$ cat config.mk
export PLATFORM = sky130hd
export DESIGN_NAME = gon_bus
export DESIGN_NICKNAME = d
export VERILOG_FILES = /design/src/rtl/gon_bus.sv
export SDC_FILE = /design/constraint.sdc
export NUM_CORES = 1
export LEC_CHECK = 0
export CAP_MARGIN = 20
export CORE_AREA = 2 2 216 218
export CTS_BUF_LIST = sky130_fd_sc_hd__clkbuf_16
export CTS_CLUSTER_DIAMETER = 150
export DETAILED_ROUTE_END_ITERATION = 10
export DIE_AREA = 0 0 218 220
export GPL_TIMING_DRIVEN = 0
export PLACE_DENSITY = 0.68
export SLEW_MARGIN = 20
export SYNTH_ARGS = -nofsm -noshare
export SYNTH_HDL_FRONTEND = slang
export SYNTH_SLANG_ARGS = --single-unit
$ cat constraint.sdc
create_clock -name clk -period 20.9 [get_ports clk]
set_input_delay 5.225 -clock clk [delete_from_list [all_inputs] [get_ports clk]]
set_output_delay 5.225 -clock clk [all_outputs]
set_load 0.03 [all_outputs]
$ cat src/rtl/gon_bus.sv
// gon_bus: gather bus for the global output network.
// Collects partial sums from PE_NUMS sources on one row and forwards them,
// one per cycle, to a single upstream consumer. Sources are picked
// round-robin. Each beat carries the winning source index and that
// source's destination ID, which is loaded through a scan chain.
// A beat counter pulses done when a configured number of beats has drained.
module gon_bus #(
  parameter int PE_NUMS   = 14,
  parameter int ID_LEN    = 5,
  parameter int VALUE_LEN = 32,
  parameter int SRC_LEN   = 4,
  parameter int CNT_LEN   = 16
) (
  input  logic                           clk,
  input  logic                           rst,
  input  logic [PE_NUMS-1:0]             pe_valid,
  input  logic [PE_NUMS*VALUE_LEN-1:0]   pe_data,
  output logic [PE_NUMS-1:0]             pe_ready,
  output logic                           out_valid,
  input  logic                           out_ready,
  output logic [VALUE_LEN-1:0]           out_data,
  output logic [ID_LEN-1:0]              out_id,
  output logic [SRC_LEN-1:0]             out_src,
  input  logic [CNT_LEN-1:0]             expect_cnt,
  output logic                           done,
  input  logic                           set_id,
  input  logic [ID_LEN-1:0]              id_scan_in,
  output logic [ID_LEN-1:0]              id_scan_out
);

  logic [ID_LEN-1:0]    id_reg [PE_NUMS];
  logic [SRC_LEN-1:0]   rr_ptr;
  logic [CNT_LEN-1:0]   beat_cnt;

  logic [SRC_LEN-1:0]   grant_idx;
  logic [SRC_LEN-1:0]   cand;
  logic [SRC_LEN:0]     cand_sum;
  logic                 grant_found;
  logic                 can_load;
  logic                 grant_allow;
  logic                 transfer;
  logic                 out_fire;
  logic [VALUE_LEN-1:0] grant_data;

  // The output register may take a new beat when it is empty or draining
  // this cycle; grants are blocked while the ID chain shifts or in reset.
  assign can_load    = !out_valid || out_ready;
  assign grant_allow = can_load && !set_id && !rst;
  assign transfer    = grant_allow && grant_found;
  assign out_fire    = out_valid && out_ready;
  assign grant_data  = pe_data[grant_idx*VALUE_LEN +: VALUE_LEN];
  assign id_scan_out = id_reg[PE_NUMS-1];

  // Round-robin search: first valid source starting at rr_ptr, wrapping.
  always_comb begin
    grant_found = 1'b0;
    grant_idx   = '0;
    cand        = '0;
    cand_sum    = '0;
    for (int k = 0; k < PE_NUMS; k++) begin
      cand_sum = {1'b0, rr_ptr} + (SRC_LEN+1)'(k);
      if (cand_sum >= (SRC_LEN+1)'(PE_NUMS)) begin
        cand_sum = cand_sum - (SRC_LEN+1)'(PE_NUMS);
      end
      cand = cand_sum[SRC_LEN-1:0];
      if (!grant_found && pe_valid[cand]) begin
        grant_found = 1'b1;
        grant_idx   = cand;
      end
    end
  end

  // Only the winning source sees ready, and only when the beat can be taken.
  always_comb begin
    pe_ready = '0;
    if (transfer) begin
      pe_ready[grant_idx] = 1'b1;
    end
  end

  // ID scan chain: shifts toward the last source, which feeds the next bus.
  always_ff @(posedge clk) begin
    if (rst) begin
      for (int i = 0; i < PE_NUMS; i++) begin
        id_reg[i] <= '0;
      end
    end else if (set_id) begin
      id_reg[0] <= id_scan_in;
      for (int i = 1; i < PE_NUMS; i++) begin
        id_reg[i] <= id_reg[i-1];
      end
    end
  end

  // Output beat register and round-robin pointer; a load overrides a drain
  // so back-to-back beats flow without bubbles, and everything holds under
  // backpressure.
  always_ff @(posedge clk) begin
    if (rst) begin
      out_valid <= 1'b0;
      out_data  <= '0;
      out_id    <= '0;
      out_src   <= '0;
      rr_ptr    <= '0;
    end else if (transfer) begin
      out_valid <= 1'b1;
      out_data  <= grant_data;
      out_id    <= id_reg[grant_idx];
      out_src   <= grant_idx;
      rr_ptr    <= (grant_idx == SRC_LEN'(PE_NUMS-1)) ? '0 : grant_idx + 1'b1;
    end else if (out_fire) begin
      out_valid <= 1'b0;
    end
  end

  // Beat counter: pulses done one cycle after the last output handshake of
  // a pass; a zero expect_cnt freezes the count.
  always_ff @(posedge clk) begin
    if (rst) begin
      beat_cnt <= '0;
      done     <= 1'b0;
    end else if (out_fire && (expect_cnt != '0)) begin
      if (beat_cnt == expect_cnt - 1'b1) begin
        beat_cnt <= '0;
        done     <= 1'b1;
      end else begin
        beat_cnt <= beat_cnt + 1'b1;
        done     <= 1'b0;
      end
    end else begin
      done <= 1'b0;
    end
  end

endmodule

# Word level (Yosys, flattened, before mapping)
# Memories as Yosys holds them, arrays and structs flattened. A register that Yosys moved wholly into a read port is not among the register bits.
# Cells that the tools add are included.
[totals]
regBits = 58
latch_bits = 0
ramBits = 70
romBits = 0
input_bits = 487
output_inout_bits = 62
wordCells = 221
mem_count = 1
[classes]
addsub = 30
multipliers = 0
div_mod_pow = 0
order_cmp = 30
n_eq_ne = 2
n_shift = 1
n_mux = 97
bitwise_logic = 15
reduce_logical = 39
[memory_table]
columns = ["memory", "words", "width", "rd", "rd_ports_with_merged_regs", "write_ports", "line_no", "source"]
rows = [
  ["id_reg", 14, 5, 15, 1, 14, "31", "logic [ID_LEN-1:0] id_reg [PE_NUMS];"],
]
[ops]
columns = ["operator", "n"]
rows = [
  ["variable part select 448 x 10 -> 32 bit", 1],
  ["two-way mux 4 bit", 29],
  ["< comparator 4 x 5 -> 1 bit (second input constant)", 15],
  ["two-way mux 5 bit", 14],
  [">= comparator 5 x 4 -> 1 bit (second input constant)", 13],
  ["binary-select mux 1 bit (select 4 bit)", 14],
  ["subtractor 4 bit (second input constant)", 14],
  ["two-way mux 1 bit", 37],
  ["adder 4 x 4 -> 5 bit (second input constant)", 6],
  ["adder 4 x 3 -> 5 bit (second input constant)", 4],
  ["logical AND 1 bit", 19],
  ["adder 16 x 1 -> 16 bit (second input constant)", 1],
  ["== test 16 bit", 1],
  ["logical NOT 1 bit", 16],
  ["two-way mux 16 bit", 1],
  ["nonzero test 16 bit", 1],
  ["subtractor 16 x 1 -> 16 bit (second input constant)", 1],
  ["two-way mux 14 bit", 1],
  ["bitwise OR 1 bit", 14],
  ["adder 4 x 2 -> 5 bit (second input constant)", 2],
  ["adder 4 x 1 -> 5 bit (second input constant)", 1],
  ["adder 4 x 1 -> 4 bit (second input constant)", 1],
  ["demux 1 bit (select 4 bit)", 1],
  ["== test 4 bit (second input constant)", 1],
  ["other kinds (6)", 6],
]

# Longest topological paths before layout
# Gate-level depths: netlist of run 1.
[logic_depth]
word_depth = 49
ltp_mapped = 26
ltp_nobuf = 17

# Least setup slack after synthesis of run 1
# Ideal clock, no wire load.
[synth_path]
path_kind = "input to output"
start = "input pe_valid[2]"
end = "output pe_ready[1]"
arrival_ps = 8857
t_required_ps = 15675
path_slack_ps = 6818
stages = 13
path_buffers = 2
cell_sequence = "mux2_1 or3_1 and4_1 mux4_2 a2111oi_4 nand4_2 o31a_1 o21a_1 buf_6 nor2_2 clkbuf_1 nand3_1 nor2_1"
[synth_between]
elab_chain_cells = 47
elab_cells_between_ends = 89
classes_between = "2 x order compare; 59 x mux; 28 x reduce/logical"
[synth_lines]
columns = ["item", "line_no", "source"]
rows = [
  ["start, declared", "16", "input logic [PE_NUMS-1:0] pe_valid,"],
  ["binary-select mux 1 bit (select 4 bit)", "66", "if (!grant_found && pe_valid[cand]) begin"],
  ["two-way mux 1 bit (not written as such)", "66", ""],
  ["two-way mux 1 bit", "66", ""],
  ["logical NOT 1 bit", "66", ""],
  ["logical AND 1 bit", "66", ""],
  ["two-way mux 1 bit", "66", ""],
  ["logical NOT 1 bit", "66", ""],
  ["logical AND 1 bit", "66", ""],
  ["[... 31 more ...]", "n/a", ""],
  ["logical NOT 1 bit", "66", ""],
  ["logical AND 1 bit", "66", ""],
  ["two-way mux 4 bit", "66", ""],
  ["< comparator 4 x 5 -> 1 bit (not written as such) or >= comparator 4 x 1 -> 1 bit (tied branches)", "77", "pe_ready[grant_idx] = 1'b1;"],
  ["logical AND 1 bit (not written as such)", "77", ""],
  ["two-way mux 1 bit (not written as such)", "77", ""],
  ["demux 1 bit (select 4 bit)", "77", ""],
  ["two-way mux 14 bit *", "76", "if (transfer) begin"],
  ["end, declared", "18", "output logic [PE_NUMS-1:0] pe_ready,"],
]
# Every way passes the cells marked *; elsewhere a longest branch is shown, timed or not. The select of a mux whose other input is x is not followed.

# Worst setup path after layout of run 1
[layout_path]
start = "input pe_valid[2]"
end = "output pe_ready[5]"
# Same word-level chain as after synthesis.

==> impl_metrics.env, run 1 <==
export IMPL_status="finished clean"
export IMPL_pwr_density_cell_nw_per_um2=104
export IMPL_viasPerCell=6.28
export IMPL_critPathKind="primary input to output pin"
export IMPL_tns_ps=0
export IMPL_grt_usage_pct=36.9
export IMPL_met2_usage_pct=57.2
export IMPL_layout_nets=2955
export IMPL_antenna_found_initial=4
export IMPL_wl_mm=92.5
export IMPL_rows=79
export IMPL_htreeDepth=4
export IMPL_worst_r2r_cell_count=24
export IMPL_io_pins=549
export IMPL_grt_pass1_wl_mm=128
export IMPL_mappedNetlistNets=2387
export IMPL_period_needed_ps=16750
export IMPL_clock_skew_ps=11.7
export IMPL_die_w_um=218
export IMPL_seq_area_frac_synth_pct=22.3
export IMPL_core_area_sq_um=45900
export IMPL_stdcell_count=3067
export IMPL_grt_max_degree=56
export IMPL_die_area_sq_um=48000
export IMPL_clock_fmax_mhz=59.7
export IMPL_synthFlopType="edfxtp_1"
export IMPL_async_flop_share_pct=0
export IMPL_place_gp_congestion=0.997
export IMPL_syn_to_final_growth_pct=46.1
export IMPL_critPathLaunchType="primary input"
export IMPL_final_cell_mix="clkdlybuf4s50_1 (548), nand3_1 (173), mux2i_1 (164), nor2_1 (159), o21ai_0 (103)"
export IMPL_syn_area_per_cell_sq_um=8.03
export IMPL_first_iter_violations=2424
export IMPL_arrival_ps=11530
export IMPL_grt_ovfl_total=0
export IMPL_dp_hpwl_mm=75.4
export IMPL_final_common_cell="clkdlybuf4s50_1"
export IMPL_cts_tree="done"
export IMPL_cp_end_kind="output pin"
export IMPL_grt_setup_unrepaired="false"
export IMPL_reg2reg_from="rr_ptr[0]$_SDFFE_PP0P_"
export IMPL_setup_viol=0
export IMPL_met1_usage_pct=49.8
export IMPL_cts_made_buffers=17
export IMPL_regArea_sq_um=3360
export IMPL_fillers=4472
export IMPL_power_leakage_nw=7.81
export IMPL_fin_crit_sh_pct=80.2
export IMPL_final_max_slew_viol_count=0
export IMPL_drtPass1Iterations=6
export IMPL_yosys_warnings=0
export IMPL_slew_headroom_pct=24.5
export IMPL_post_cts_resized=0
export IMPL_cts_buffer_depth=2
export IMPL_synthesis_area_sq_um=15100
export IMPL_cp_max_fo=10
export IMPL_tightest_slew_ps=1130
export IMPL_cp_startpoint="pe_valid[2]"
export IMPL_cts_hold_fix_buffers=0
export IMPL_wl_per_cell_um=30.2
export IMPL_synth_distinct_cells=103
export IMPL_synth_edf_count=70
export IMPL_ff2ff_setup_slack_ps=12280
export IMPL_drc_errors=0
export IMPL_hp_class="flip-flop to flip-flop"
export IMPL_r2r_end="out_data[5]$_SDFFE_PP0P_"
export IMPL_layout_drive_gt1_share_pct=7.13
export IMPL_detailroute_via_count=19250
export IMPL_hold_viol=0
export IMPL_met3_usage_pct=7.45
export IMPL_multi_input_area_sq_um=10800
export IMPL_top_usage_layer="met2"
export IMPL_largest_register_ffs=70
export IMPL_clkTransAtPathRegs_ps=70
export IMPL_ant_nets=0
export IMPL_crit_end="pe_ready[5]"
export IMPL_synth_seq_cells=133
export IMPL_required_ps=15670
export IMPL_placement_io_buffers=548
export IMPL_maxCapViolCount=0
export IMPL_cts_sinks=133
export IMPL_synthCells=1875
export IMPL_ir_worst_vdd_mv=0.0572
export IMPL_cts_root_buf="clkbuf_16"
export IMPL_cts_setup_buffers=0
export IMPL_die_h_um=220
export IMPL_grt_pass1_vias=18055
export IMPL_initial_core_util_pct=32.8
export IMPL_dpl_cell_count=3031
export IMPL_clkLatencyLatePin_ps=460
logic make-up after synthesis:
kind of cell	after synthesis	synth area share (%)
muxes	200	13.9
AOI/OAI and AO/OA	614	30.4
DFF	133	22.3
buffers and inverters	200	6.09
and+or+nand+nor	648	21.7
xor gates and xnor gates	55	3.38
adders and majority gates	25	2.13
cell usage after synthesis, types with 8 or more instances:
master / instances / area [sq um]
a21oi_1: 43 / 215
mux2_2: 27 / 304
o31a_1: 39 / 342
a31oi_1: 47 / 294
nor2b_1: 32 / 200
xnor2_1: 32 / 280
buf_2: 48 / 240
o21ai_0: 103 / 515
xor2_1: 21 / 184
nor4_1: 9 / 56.3
buf_4: 10 / 75.1
nor3_1: 18 / 90.1
o22ai_1: 43 / 269
o21a_1: 9 / 67.6
buf_6: 9 / 101
and2_1: 59 / 369
a2111oi_0: 8 / 70.1
a211o_1: 74 / 648
nand2b_1: 13 / 81.3
and3_1: 8 / 50.1
edfxtp_1: 70 / 2100
nand2_1: 100 / 375
ha_1: 24 / 300
nand4_1: 17 / 106
inv_1: 20 / 75.1
o31ai_1: 8 / 60.1
or3_1: 10 / 62.6
clkbuf_1: 98 / 368
mux2i_1: 165 / 1650
a41oi_1: 33 / 289
o2111ai_1: 35 / 307
and4_1: 8 / 70.1
buf_1: 10 / 37.5
nor2_1: 159 / 597
a211oi_1: 42 / 315
o211ai_1: 11 / 82.6
dfxtp_1: 63 / 1260
a311oi_1: 8 / 70.1
nand3_1: 173 / 866
a21o_1: 9 / 67.6
through the flow:
step                hold slack (ps)  utilization [%]  power, mW  area [sq um]  setup WS, ps
CTS                             510             47.9       2.23         22000          4320
global route                    552             47.9       2.37         22000          3970
finish                          510             48.0       2.29         22000          4150
detailed placement              488             46.5       1.88         21300          4330
global placement                482             46.4       1.88         21300          4380
floorplan                       498                -       1.28         15100          6820
critical path, stage by stage:
cell and delay, ps:
clkdlybuf4s50_1 510, mux2i_1 630, mux2i_1 170, a211oi_1 290
a21oi_1 110, a31oi_1 560, nand2_1 390, or4b_1 550
a21o_1 190, o211ai_1 150, clkbuf_1 770, clkbuf_1 790
nand2_1 320, nor2_1 180, clkdlybuf4s50_1 690
metal layers:
metal | share of wire, % | vias to the layer above
li1 | - | 8425
met3 | 11 | 191
met4 | 4.5 | 0
met5 | 0 | -
met2 | 44 | 1311
met1 | 41 | 9323
worst min-delay path by stage:
stage / startpoint / end / slack [ps] / depth (start not counted)
finish: out_src[3]$_SDFFE_PP0P_ / out_src[3]$_SDFFE_PP0P_ / 510 / 2
global route: out_src[3]$_SDFFE_PP0P_ / out_src[3]$_SDFFE_PP0P_ / 550 / 2
CTS: out_src[2]$_SDFFE_PP0P_ / out_src[2]$_SDFFE_PP0P_ / 510 / 2
detailed placement: out_src[0]$_SDFFE_PP0P_ / out_src[0]$_SDFFE_PP0P_ / 490 / 2
global placement: out_src[0]$_SDFFE_PP0P_ / out_src[0]$_SDFFE_PP0P_ / 480 / 2
floorplan: beat_cnt[15]$_SDFFE_PP0P_ / beat_cnt[15]$_SDFFE_PP0P_ / 500 / 2
final cells by class:
type	count	area share [%]
clock buffer	17	1.93
antenna	4	0.0455
sequential	133	15.3
multi-input combinational	1542	49.0
inverter	25	0.427
tap	607	3.45
clock inverter	15	1.04
timing repair buffer	549	25.1
buffer	175	3.74
power breakdown:
part           internal [mW]  switching, mW
Clock                  0.196          0.152
Sequential             0.298         0.0186
Combinational          0.561           1.06
Total                   1.06           1.23
Power figures use the tool's default switching activity.
==> inputs of run 2 (changes only) <==
clock period = 17.35 ns   (was 20.9 ns; I/O delays follow)
==> results of run 2 <==
Same layout as run 1 (identical final DEF). Status: finished clean.
Main changes from that run: setup slack after placement 4330 ps -> 2560 ps; setup slack after layout 4150 ps -> 2370 ps; register-to-register setup slack 12280 ps -> 8730 ps; total power 2.29 mW -> 2.75 mW; worst IR drop on VDD 0.0572 mV -> 0.0689 mV
==> inputs of run 3 (changes only) <==
CAP_MARGIN = unset   (was 20)
CORE_AREA = 2 2 211 213   (was 2 2 216 218)
DIE_AREA = 0 0 213 215   (was 0 0 218 220)
PLACE_DENSITY = 0.71   (was 0.68)
==> run 3 against run 2 <==
Net effect: clock skew decreased by 0.63 ps; flip-flop and latch count stayed put; fmax fell by 0.43%.
==> impl_metrics.env, run 3 (synthesis gave the netlist of run 1 again) <==
export IMPL_place_gp_congestion=1.01
export IMPL_first_iter_violations=2705
export IMPL_detailroute_via_count=19374
export IMPL_grt_usage_pct=38.7
export IMPL_layout_nets=2955
export IMPL_cts_setup_buffers=0
export IMPL_stdcell_count=3052
export IMPL_grt_max_degree=44
export IMPL_grt_setup_unrepaired="false"
export IMPL_syn_to_final_growth_pct=45.8
export IMPL_post_cts_resized=0
export IMPL_placement_io_buffers=548
export IMPL_grt_pass1_wl_mm=129
export IMPL_rows=77
export IMPL_power_leakage_nw=7.79
export IMPL_switching_power_mw=1.49
export IMPL_cp_end_kind="output pin"
export IMPL_ant_nets=0
export IMPL_dpl_cell_count=3016
export IMPL_die_w_um=213
export IMPL_hold_viol=0
export IMPL_cts_sinks=133
export IMPL_design_area_sq_um=21900
export IMPL_grt_pass1_vias=18276
export IMPL_core_area_sq_um=43600
export IMPL_utilization_pct=50.3
export IMPL_p_int_mw=1.26
export IMPL_dp_slack_ps=2470
export IMPL_hold_depth=2
export IMPL_viasPerCell=6.35
export IMPL_arrival_ps=10710
export IMPL_initial_core_util_pct=34.5
export IMPL_antenna_found_initial=7
export IMPL_clock_skew_ps=11.1
export IMPL_power_frac_clock_pct=14.7
export IMPL_worstPathBufferInverterCount=4
export IMPL_hp_class="flip-flop to flip-flop"
export IMPL_r2r_end="out_data[5]$_SDFFE_PP0P_"
export IMPL_cts_hold_fix_buffers=0
export IMPL_final_max_slew_viol_count=0
export IMPL_ff2ff_setup_slack_ps=8450
export IMPL_critPathSlowestCell="clkbuf_1"
export IMPL_required_ps=13010
export IMPL_clkLatencyLatePin_ps=450
export IMPL_wl_mm=92.1
export IMPL_cp_startpoint="pe_valid[2]"
export IMPL_hp_start="out_src[1]$_SDFFE_PP0P_"
export IMPL_p_sw_share_pct=54.3
export IMPL_cp_slowest_stage_delay_ps=790
export IMPL_htreeDepth=4
export IMPL_cts_made_buffers=17
export IMPL_grt_ovfl_total=0
export IMPL_largest_register_ffs=70
export IMPL_setup_viol=0
export IMPL_tns_ps=0
export IMPL_cp_max_fo=10
export IMPL_wl_per_cell_um=30.2
export IMPL_p_total_mw=2.75
export IMPL_period_needed_ps=15040
export IMPL_hold_slack_ps=503
export IMPL_layout_drive_gt1_share_pct=7.13
export IMPL_worst_r2r_cell_count=24
export IMPL_path_delay_family="buffers and inverters"
export IMPL_die_h_um=215
export IMPL_min_to="out_src[1]$_SDFFE_PP0P_"
export IMPL_critPathKind="primary input to output pin"
export IMPL_clock_fmax_mhz=66.5
export IMPL_status="finished clean"
export IMPL_die_area_sq_um=45800
export IMPL_clkTransAtPathRegs_ps=70
export IMPL_dp_hpwl_mm=75.5
export IMPL_place_area_sq_um=21300
export IMPL_reg2reg_from="rr_ptr[0]$_SDFFE_PP0P_"
export IMPL_crit_chain="clkdlybuf4s50_1 -> mux2i_1 -> nand2_1 -> a21o_1 -> and4_1 -> mux4_2 -> a2111oi_4 -> nand4_1 -> a21o_1 -> o211ai_1 -> clkbuf_1 -> clkbuf_1 -> nand2_1 -> nor2_1 -> clkdlybuf4s50_1"
export IMPL_io_pins=549
export IMPL_fin_crit_sh_pct=86.7
export IMPL_cts_root_buf="clkbuf_16"
export IMPL_cts_tree="done"
export IMPL_critPathLaunchType="primary input"
export IMPL_final_cell_mix="clkdlybuf4s50_1 (548), nand3_1 (173), mux2i_1 (164), nor2_1 (159), o21ai_0 (103)"
export IMPL_pwr_density_cell_nw_per_um2=125
export IMPL_timing_final_ws_setup_ps=2310
export IMPL_drtPass1Iterations=6
export IMPL_drc_errors=0
export IMPL_tightest_slew_ps=1070
export IMPL_slew_headroom_pct=28.5
export IMPL_ir_worst_vdd_mv=0.0837
export IMPL_p_seq_share_pct=13.9
export IMPL_final_common_cell="clkdlybuf4s50_1"
export IMPL_cts_buffer_depth=2
export IMPL_maxCapViolCount=0
export IMPL_pwr_share_comb_pct=71.4
-- run 3: cell types whose count changed in the layout (fill, tap and decap cells not counted), sizes merged --
cell	before	now
bufinv	3	2
inv	32	33
-- run 3: final cells by class --
type                            count  area, sq um
Fill cell                        4149        21700
Multi-Input combinational cell   1542        10800
Timing Repair Buffer              549         5510
Sequential cell                   133         3360
Buffer                            175          823
Tap cell                          592          741
Clock buffer                       17          425
Clock inverter                     15          203
Inverter                           25         93.8
Antenna cell                        4         10.0
-- run 3: tightest hold or removal path, cell delays in order (launching register included) --
cell and delay, ps:
dfxtp_1 310, nor2_1 100, a211oi_1 50
-- run 3: how the worst max path moves through the flow --
stage / end / slack, ps / cells after the start
2_1_floorplan: pe_ready[1] / 5040 / 13
3_3_place_gp: pe_ready[6] / 2460 / 15
3_5_place_dp: pe_ready[6] / 2470 / 15
4_1_cts: pe_ready[6] / 2440 / 15
5_1_grt: pe_ready[6] / 2230 / 15
6_report: pe_ready[6] / 2310 / 15
-- run 3: metal layers --
metal	wire length [um]	GRT usage [%]	vias to the layer above
li1	-	-	8415
met5	45	0	-
met4	4350	15.6	6
met1	37000	50.9	9378
met2	40000	60.7	1380
met3	10700	9.22	195
-- run 3: power groups by stage --
stage	sequential, mW	combinational (mW)	clock [mW]
after CTS	0.380	1.90	0.400
after global placement	0.386	1.89	0
after detailed placement	0.386	1.89	0
final	0.381	1.96	0.405
after global routing	0.383	2.05	0.412
after floorplan	0.408	1.14	0
